`src/rtl/icache_direct_pkg.sv`:
```
// Shared types for the direct-mapped instruction cache: FSM states and fetch address fields.
// Latency: n/a (types and constants only).
// Backpressure: n/a.
package icache_direct_pkg;

  localparam int DEF_SETS   = 16;
  localparam int DEF_WORD_W = 32;
  localparam int DEF_IDX_W  = $clog2(DEF_SETS);
  localparam int DEF_TAG_W  = DEF_WORD_W - DEF_IDX_W - 2;

  typedef enum logic {
    IDLE = 1'b0,
    MISS = 1'b1
  } icache_state_t;

  // Fetch address split for the default geometry: tag | index | byte offset.
  typedef struct packed {
    logic [DEF_TAG_W-1:0] tag;
    logic [DEF_IDX_W-1:0] idx;
    logic [1:0]           bytoff;
  } icachef_t;

endpackage

```
`src/rtl/icache_frames.sv`:
```
// Frame store (valid/tag/data) with one write port, a combinational read port and flush-all.
// Latency: read is combinational; writes and flush take effect on the next CLK edge.
// Backpressure: none; flush_i wins over wr_en_i, so a frame written during a flush ends invalid.
// Ports: rd_idx_i -> rd_vld_o/rd_tag_o/rd_dat_o; wr_en_i/wr_idx_i/wr_tag_i/wr_dat_i; flush_i.
module icache_frames
  import icache_direct_pkg::*;
#(
  parameter int SETS   = DEF_SETS,
  parameter int WORD_W = DEF_WORD_W,
  parameter int IDX_W  = $clog2(SETS),
  parameter int TAG_W  = WORD_W - IDX_W - 2
) (
  input  logic              CLK,
  input  logic              nRST,
  input  logic [IDX_W-1:0]  rd_idx_i,
  output logic              rd_vld_o,
  output logic [TAG_W-1:0]  rd_tag_o,
  output logic [WORD_W-1:0] rd_dat_o,
  input  logic              wr_en_i,
  input  logic [IDX_W-1:0]  wr_idx_i,
  input  logic [TAG_W-1:0]  wr_tag_i,
  input  logic [WORD_W-1:0] wr_dat_i,
  input  logic              flush_i
);

  logic [SETS-1:0]   valid_q;
  logic [TAG_W-1:0]  tag_q [SETS];
  logic [WORD_W-1:0] dat_q [SETS];

  always_ff @(posedge CLK or negedge nRST) begin
    if (!nRST) begin
      valid_q <= '0;
    end else if (flush_i) begin
      valid_q <= '0;
    end else if (wr_en_i) begin
      valid_q[wr_idx_i] <= 1'b1;
    end
  end

  // Tag/data are qualified by valid_q, so they carry no reset.
  always_ff @(posedge CLK) begin
    if (wr_en_i) begin
      tag_q[wr_idx_i] <= wr_tag_i;
      dat_q[wr_idx_i] <= wr_dat_i;
    end
  end

  assign rd_vld_o = valid_q[rd_idx_i];
  assign rd_tag_o = tag_q[rd_idx_i];
  assign rd_dat_o = dat_q[rd_idx_i];

endmodule

```
`src/rtl/icache_direct.sv`:
```
// Per-core direct-mapped instruction cache, one-word blocks, single-word fills from the controller.
// Latency: hits are combinational; a miss costs 1 + controller latency + 1 cycles.
// Backpressure: iREN is held with a stable iaddr until iwait=0; stalls of any length are tolerated.
// Ports: CPU side imemREN/imemaddr/flush -> ihit/imemload; memory side iREN/iaddr <- iwait/iload.
module icache_direct
  import icache_direct_pkg::*;
#(
  parameter int SETS   = DEF_SETS,
  parameter int WORD_W = DEF_WORD_W
) (
  input  logic              CLK,
  input  logic              nRST,
  input  logic              imemREN,
  input  logic [WORD_W-1:0] imemaddr,
  input  logic              flush,
  output logic              ihit,
  output logic [WORD_W-1:0] imemload,
  output logic              iREN,
  output logic [WORD_W-1:0] iaddr,
  input  logic              iwait,
  input  logic [WORD_W-1:0] iload
);

  localparam int IDX_W = $clog2(SETS);
  localparam int TAG_W = WORD_W - IDX_W - 2;

  icache_state_t     state_q, state_d;
  logic [WORD_W-1:0] miss_addr_q, miss_addr_d;
  logic              flush_pend_q, flush_pend_d;
  logic [31:0]       hit_cnt_q, miss_cnt_q;

  logic              hit, miss_start, fill_we, flush_all;
  logic              rd_vld;
  logic [TAG_W-1:0]  rd_tag;
  logic [WORD_W-1:0] rd_dat;

  logic [IDX_W-1:0]  req_idx, fill_idx;
  logic [TAG_W-1:0]  req_tag, fill_tag;

  assign req_idx  = imemaddr[IDX_W+1:2];
  assign req_tag  = imemaddr[WORD_W-1:IDX_W+2];
  assign fill_idx = miss_addr_q[IDX_W+1:2];
  assign fill_tag = miss_addr_q[WORD_W-1:IDX_W+2];

  icache_frames #(
    .SETS   (SETS),
    .WORD_W (WORD_W),
    .IDX_W  (IDX_W),
    .TAG_W  (TAG_W)
  ) u_frames (
    .CLK      (CLK),
    .nRST     (nRST),
    .rd_idx_i (req_idx),
    .rd_vld_o (rd_vld),
    .rd_tag_o (rd_tag),
    .rd_dat_o (rd_dat),
    .wr_en_i  (fill_we),
    .wr_idx_i (fill_idx),
    .wr_tag_i (fill_tag),
    .wr_dat_i (iload),
    .flush_i  (flush_all)
  );

  always_ff @(posedge CLK or negedge nRST) begin
    if (!nRST) begin
      state_q      <= IDLE;
      miss_addr_q  <= '0;
      flush_pend_q <= 1'b0;
      hit_cnt_q    <= '0;
      miss_cnt_q   <= '0;
    end else begin
      state_q      <= state_d;
      miss_addr_q  <= miss_addr_d;
      flush_pend_q <= flush_pend_d;
      if (hit)        hit_cnt_q  <= hit_cnt_q + 32'd1;
      if (miss_start) miss_cnt_q <= miss_cnt_q + 32'd1;
    end
  end

  always_comb begin
    state_d      = state_q;
    miss_addr_d  = miss_addr_q;
    flush_pend_d = flush_pend_q;
    hit          = 1'b0;
    miss_start   = 1'b0;
    fill_we      = 1'b0;
    flush_all    = 1'b0;
    iREN         = 1'b0;
    iaddr        = '0;
    unique case (state_q)
      IDLE: begin
        // A flush in the same cycle suppresses the hit: the frame is being invalidated.
        hit       = imemREN && rd_vld && (rd_tag == req_tag) && !flush;
        flush_all = flush;
        if (imemREN && !hit) begin
          miss_addr_d = imemaddr;
          miss_start  = 1'b1;
          state_d     = MISS;
        end
      end
      MISS: begin
        iREN  = 1'b1;
        iaddr = miss_addr_q;
        if (flush) flush_pend_d = 1'b1;
        if (!iwait) begin
          // The fill is written regardless; a pending or coincident flush
          // clears every valid bit on the same edge, fill frame included.
          fill_we      = 1'b1;
          flush_all    = flush_pend_q || flush;
          flush_pend_d = 1'b0;
          state_d      = IDLE;
        end
      end
      default: state_d = IDLE;
    endcase
    ihit     = hit;
    imemload = hit ? rd_dat : '0;
  end

  // Byte offsets and the probe-only counters have no consumer inside the block.
  logic unused_ok;
  assign unused_ok = ^{imemaddr[1:0], miss_addr_q[1:0], hit_cnt_q, miss_cnt_q};

endmodule

```
`config.mk`:
```
export PLATFORM = sky130hd
export DESIGN_NAME = icache_direct
export DESIGN_NICKNAME = d
export VERILOG_FILES = /design/src/rtl/icache_direct_pkg.sv /design/src/rtl/icache_frames.sv /design/src/rtl/icache_direct.sv
export SDC_FILE = /design/constraint.sdc
export NUM_CORES = 1
export LEC_CHECK = 0
export BUFFER_PORTS_ARGS = -buffer_cell sky130_fd_sc_hd__buf_2
export CORE_AREA = 8 8 278 280
export DETAILED_ROUTE_END_ITERATION = 8
export DIE_AREA = 0 0 286 288
export PLACE_DENSITY_LB_ADDON = 0.1
export SLEW_MARGIN = 20
export SYNTH_ARGS = -nofsm -noshare
export SYNTH_HDL_FRONTEND = slang
export SYNTH_HIERARCHICAL = 1
export SYNTH_SLANG_ARGS = --single-unit
```
`constraint.sdc`:
```
create_clock -name CLK -period 17.8 [get_ports CLK]
set_input_delay 1.78 -clock CLK [delete_from_list [all_inputs] [get_ports CLK]]
set_output_delay 1.78 -clock CLK [all_outputs]
set_load 0.02 [all_outputs]
```
; ---- After elaboration in Yosys (flattened, before gate mapping)
; Memories as Yosys holds them, arrays and structs flattened.
; Index checks and enable logic that the tools add are counted.
[totals]
ramBits = 928
mem_count = 2
wordCells = 45
register_bits = 50
latch_bits = 0
mem_bits_ro = 0
[classes]
n_mul = 0
addsub = 0
bitwise_logic = 2
n_eq_ne = 2
n_lt_le_gt_ge = 3
n_div = 0
shift = 0
n_reduce_logical = 11
n_mux = 21
[memory_table]
columns = name, depth, word_bits, read_ports, rd_clocked_by_memory_dff, wr, line
row1 = u_frames.dat_q, 16, 32, 1, 0, 1, icache_frames.sv:28  ; logic [WORD_W-1:0] dat_q [SETS];
row2 = u_frames.tag_q, 16, 26, 1, 0, 1, icache_frames.sv:27  ; logic [TAG_W-1:0] tag_q [SETS];
[ops]
columns = op, n
row1 = $mux 32, 2
row2 = $mux 16, 2
row3 = $eq 26x26->1, 1
row4 = $or 16x16->16, 1
row5 = $mux 1, 13
row6 = $lt 4x5->1 const B, 2
row7 = $logic_and 1x1->1, 5
row8 = $bmux 1 s4, 1
row9 = $demux 1 s4, 1
row10 = $ge 4x1->1 const B, 1
row11 = $pmux 1 s2, 2
row12 = $reduce_and 2->1, 2
row13 = $logic_not 1->1, 2
row14 = $ne 2x2->1 const B, 1
row15 = $reduce_bool 2->1, 1
row16 = $logic_or 1x1->1, 1
row17 = $not 1->1, 1

; ---- Logic depth before layout (Yosys ltp)
[logic_depth]
ltp_word = 9
ltp_mapped = 12
ltp_nobuf = 8

; ---- Hierarchy
; Netlist, hierarchy kept.
[modules_own_cells]
columns = mod, cells_per_inst, area_per_inst_um2, n_inst, seq_area_each_um2
row1 = icache_frames, 1506, 35401.5, 1, 28267.1
row2 = icache_direct, 191, 2215.9, 1, 850.8

; ---- Worst setup path before layout
; No wires, ideal clock.
[synth_timing]
path_type = in2reg
from = input port iwait
to = memory u_frames/dat_q[0][0] in the netlist's numbering, enable pin
setup_time_ns = 0.545
required_ns = 17.255
setup_slack_ns = 10.707
cell_stages = 3
arrival_ns = 6.547
n_path_buf = 0
path_cell_list = nor2b_1 > or3b_2 > nor3_1
[synth_via]
elab_chain_cells = 4
[synth_rtl]
columns = item, line
row1 = from (decl), icache_direct.sv:20  ; input logic iwait,
row2 = $mux 1, icache_direct.sv:105  ; if (!iwait) begin
row3 = $mux 1, icache_direct.sv:90  ; unique case (state_q)
row4 = $mux 1, icache_frames.sv:42  ; if (wr_en_i) begin
row5 = $mux 1 (implied by the code), icache_frames.sv:44  ; dat_q[wr_idx_i] <= wr_dat_i;
row6 = to (decl), icache_frames.sv:28
; Every way passes these cells.

; ---- Worst setup path in the final report
[layout_timing]
from = input port imemaddr[3]
to = output port imemload[16]
[layout_via]
word_cells_on_any_way = 10
classes_between = eq/ne: 1 / mux: 4 / reduce/logical: 3 / memory: 2
[layout_rtl]
columns = item, line
row1 = from (decl), icache_direct.sv:14  ; input logic [WORD_W-1:0] imemaddr,
row2 = $mem_v2 16x26, -
row3 = named net rd_tag[14], icache_direct.sv:34  ; logic [TAG_W-1:0] rd_tag;
row4 = $eq 26x26->1, icache_direct.sv:93  ; hit = imemREN && rd_vld && (rd_tag == req_tag) && !flush;
row5 = $logic_and 1x1->1 (2 in series), icache_direct.sv:93
row6 = $mux 1, icache_direct.sv:90
row7 = $mux 32, icache_direct.sv:117  ; imemload = hit ? rd_dat : '0;
row8 = to (decl), icache_direct.sv:17  ; output logic [WORD_W-1:0] imemload,
; The timed path passes the listed nets, and every way through them passes these cells. The select of a mux whose other input is x is not followed.

==> impl_metrics.py <==
metrics = {
    "layout": {
        "instances_no_fill": 2915,
        "drive_gt1_frac": 0.3086,
        "syn2layout_area_growth_pct": 13.04,
        "final_nets": 1942,
    },
    "clock_network": {
        "cts_tree": "done",
        "root_buffer": "clkbuf_16",
        "postCtsHoldBufs": 0,
        "cts-buffers-inserted": 99,
        "cts_num_sinks": 978,
        "cts_setup_buffers": 0,
        "cts-htree-levels": 3,
        "clk_pin_slew_ns": 0.06,
        "cts.path.max_buffers": 3,
        "clock_latency_ns": 0.64,
        "cts_resized": 0,
    },
    "sta": {
        "fin_crit_sh": 0.4460,
        "tightestPinTransition_ns": 1.203,
        "fin_crit_ns": 7.938,
        "slew_viol_final": 0,
        "finalHoldViolCount": 0,
        "rsz0062_at_grt": "false",
        "max_freq_mhz": 126.0,
        "slew_headroom": 0.1960,
        "fin_setup_tns_ns": 0,
        "setup_violations": 0,
        "clock_skew_ns": 0.01397,
    },
    "worst_setup_path": {
        "reg2reg_slack_ns": 13.67,
        "r2r_cells": 5,
        "setup.worst_path.end_class": "output port",
        "arrival_ns": 6.16,
        "r2r_start": "state_q",
        "start_kind": "input port",
        "worst-setup-path-type": "input port to output port",
        "cp_max_fo": 114,
        "reg2reg_to": "u_frames/tag_q[8][24]",
        "worstPathRequired_ns": 16.02,
    },
    "placed_design": {
        "place.gp.congestion": 0.7492,
        "dp_hpwl_um": 42830,
        "io_buffers": 134,
        "place_inst": 2730,
    },
    "synth": {
        "ys_ff_latch": 978,
        "synth_area_per_cell_um2": 22.17,
        "synth.most_common_cell": "edfxtp_1",
        "syn_inst": 1697,
        "yosys.area.top_type": "edfxtp_1",
        "synth_enable_flop_cells": 928,
        "ys_top_cells_by_count": "928 x edfxtp_1, 236 x mux4_2, 118 x a22oi_1",
        "yosysTopAreaCellShare": 0.7408,
        "ys_async_sr_fraction": 0.05112,
        "syn_area_mm2": 0.03762,
        "yosysUniqueCellTypes": 31,
        "yosysWarnings": 6,
        "ys_seq_area_frac": 0.7741,
        "synth_nets": 1766,
        "synthTopCellsByArea": "edfxtp_1 74%, mux4_2 14%, dfrtp_1 3.3%, a22oi_1 2.4%, mux2_4 1.2%",
        "synthFlopType": "edfxtp_1",
    },
    "drt": {
        "drc": 0,
        "ant_nets": 0,
        "drt_iter0_markers": 1844,
        "viasPerCell": 6.209,
        "routed_wl_um": 88710,
        "wl_per_cell_um": 30.43,
        "drt_pre_antenna_iters": 5,
        "vias": 18100,
    },
    "grt": {
        "grt.overflow.total": 0,
        "groute.usage.overall": 0.2145,
        "grt_max_degree": 120,
        "grt_pass1_wl_um": 129000,
        "grt_pass1_vias": 18910,
        "antenna_found_initial": 9,
    },
    "floorplanning": {
        "die_y_um": 288,
        "die-area_mm2": 0.08237,
        "io_pins": 135,
        "fp-row-count": 99,
        "die_w_um": 286,
        "initial_core_util": 0.5182,
        "core-area_mm2": 0.07259,
    },
    "pwr": {
        "p_leak_nw": 14.00,
        "power_w": 0.005016,
        "power_density_mw_per_mm2": 117.9,
        "irDropWorstVdd_v": 0.00006742,
    },
    "min_path": {
        "hp-class": "flop to flop",
        "hold-path-cell-count": 2,
        "holdPathEnd": "flush_pend_q",
        "hp-start": "flush_pend_q",
    },
    "job": {
        "cap_violations": 0,
    },
    "outcome": {
        "outcome": "finished clean",
    },
}
==> critical path, cell delays in order <==
cell,delay (ns)
buf_8,0.73
buf_4,0.94
mux4_2,0.42
a22oi_1,0.20
nand2_1,0.10
xor2_1,0.16
nor4_2,0.46
nand3_1,0.21
nor3_4,0.23
buf_4,0.45
and2_1,0.21
buf_2,0.17
==> worst max-delay path by stage <==
| stage | slack [ns] | to | cells past startpoint | startpoint |
|---|---|---|---|---|
| 2_1_floorplan | 10.71 | u_frames/dat_q[0][0] | 3 | iwait |
| 3_3_place_gp | 9.70 | imemload[18] | 12 | imemaddr[2] |
| 3_5_place_dp | 9.63 | imemload[16] | 12 | imemaddr[2] |
| 4_1_cts | 9.62 | imemload[16] | 12 | imemaddr[2] |
| 5_1_grt | 9.51 | imemload[17] | 13 | imemaddr[2] |
| 6_report | 9.86 | imemload[16] | 12 | imemaddr[3] |
==> layer usage <==
metal	vias to the layer above	GRT usage	wire length [µm]
met3	125	0.03414	5486
met1	9888	0.3030	37700
met2	629	0.3505	43830
met4	8	0.05688	1647
li1	7450	-	-
met5	-	0	51
==> power breakdown <==
part | leakage, nW | switching [W] | internal (W)
Sequential | 8.98 | 0.0000802 | 0.00265
Clock | 1.50 | 0.000840 | 0.00112
Combinational | 3.52 | 0.000204 | 0.000129
Total | 14.0 | 0.00112 | 0.00389
==> kinds of logic (layout without fill, tap and decap cells) <==
| family | Yosys count | after routing | synth area share |
|---|---|---|---|
| flip-flops | 978 | 978 | 0.7741 |
| multiplexers | 268 | 268 | 0.1538 |
| AND/OR/NAND/NOR | 194 | 194 | 0.02688 |
| AO/OA/AOI/OAI | 138 | 138 | 0.02664 |
| buffers and inverters | 93 | 350 | 0.01261 |
| XOR/XNOR | 26 | 26 | 0.006054 |
| other | 0 | 2 | 0 |
==> cell usage in the layout (no fill, tap or decap), types with 5 or more instances in the layout <==
master | netlist | routed
clkbuf_16 | 0 | 100
edfxtp_1 | 928 | 928
and2_1 | 65 | 64
nor2_1 | 31 | 18
a22oi_1 | 118 | 118
clkbuf_1 | 53 | 25
nor2_4 | 0 | 13
clkinv_1 | 0 | 18
dfrtp_1 | 50 | 50
bufinv_16 | 0 | 5
a21oi_1 | 15 | 14
mux2_4 | 29 | 29
buf_4 | 0 | 31
nand2_1 | 62 | 62
buf_2 | 31 | 132
xor2_1 | 26 | 26
clkinv_2 | 0 | 22
mux4_2 | 236 | 236
inv_6 | 0 | 5
==> sequential cells by signal, summed over array words and instances (netlist names) <==
| name | flops |
|---|---|
| u_frames/valid_q | 16 |
| u_frames/dat_q | 512 |
| u_frames/tag_q | 416 |
| miss_addr_q | 32 |
| state_q | 1 |
| flush_pend_q | 1 |
==> stage by stage <==
step	instance area (µm²)	util	hold WS, ns	setup slack, ns
6_report	42520	0.5858	0.5001	9.862
4_1_cts	42480	0.5853	0.4976	9.615
3_5_place_dp	39440	0.5433	0.4834	9.633
5_1_grt	42520	0.5858	0.5183	9.505
3_3_place_gp	39440	0.5433	0.4714	9.701
2_1_floorplan	37620	-	0.4573	10.71
==> final cells by class <==
class                      instances  area (µm²)
multi-input combinational        626        8170
antenna                            2       5.005
fill                            5329       30060
clock inverter                    54       410.4
tap                              959        1200
sequential                       978       29120
timing repair buffer             168       982.2
clock buffer                     128        2638
(Power assumes the default switching activity.)
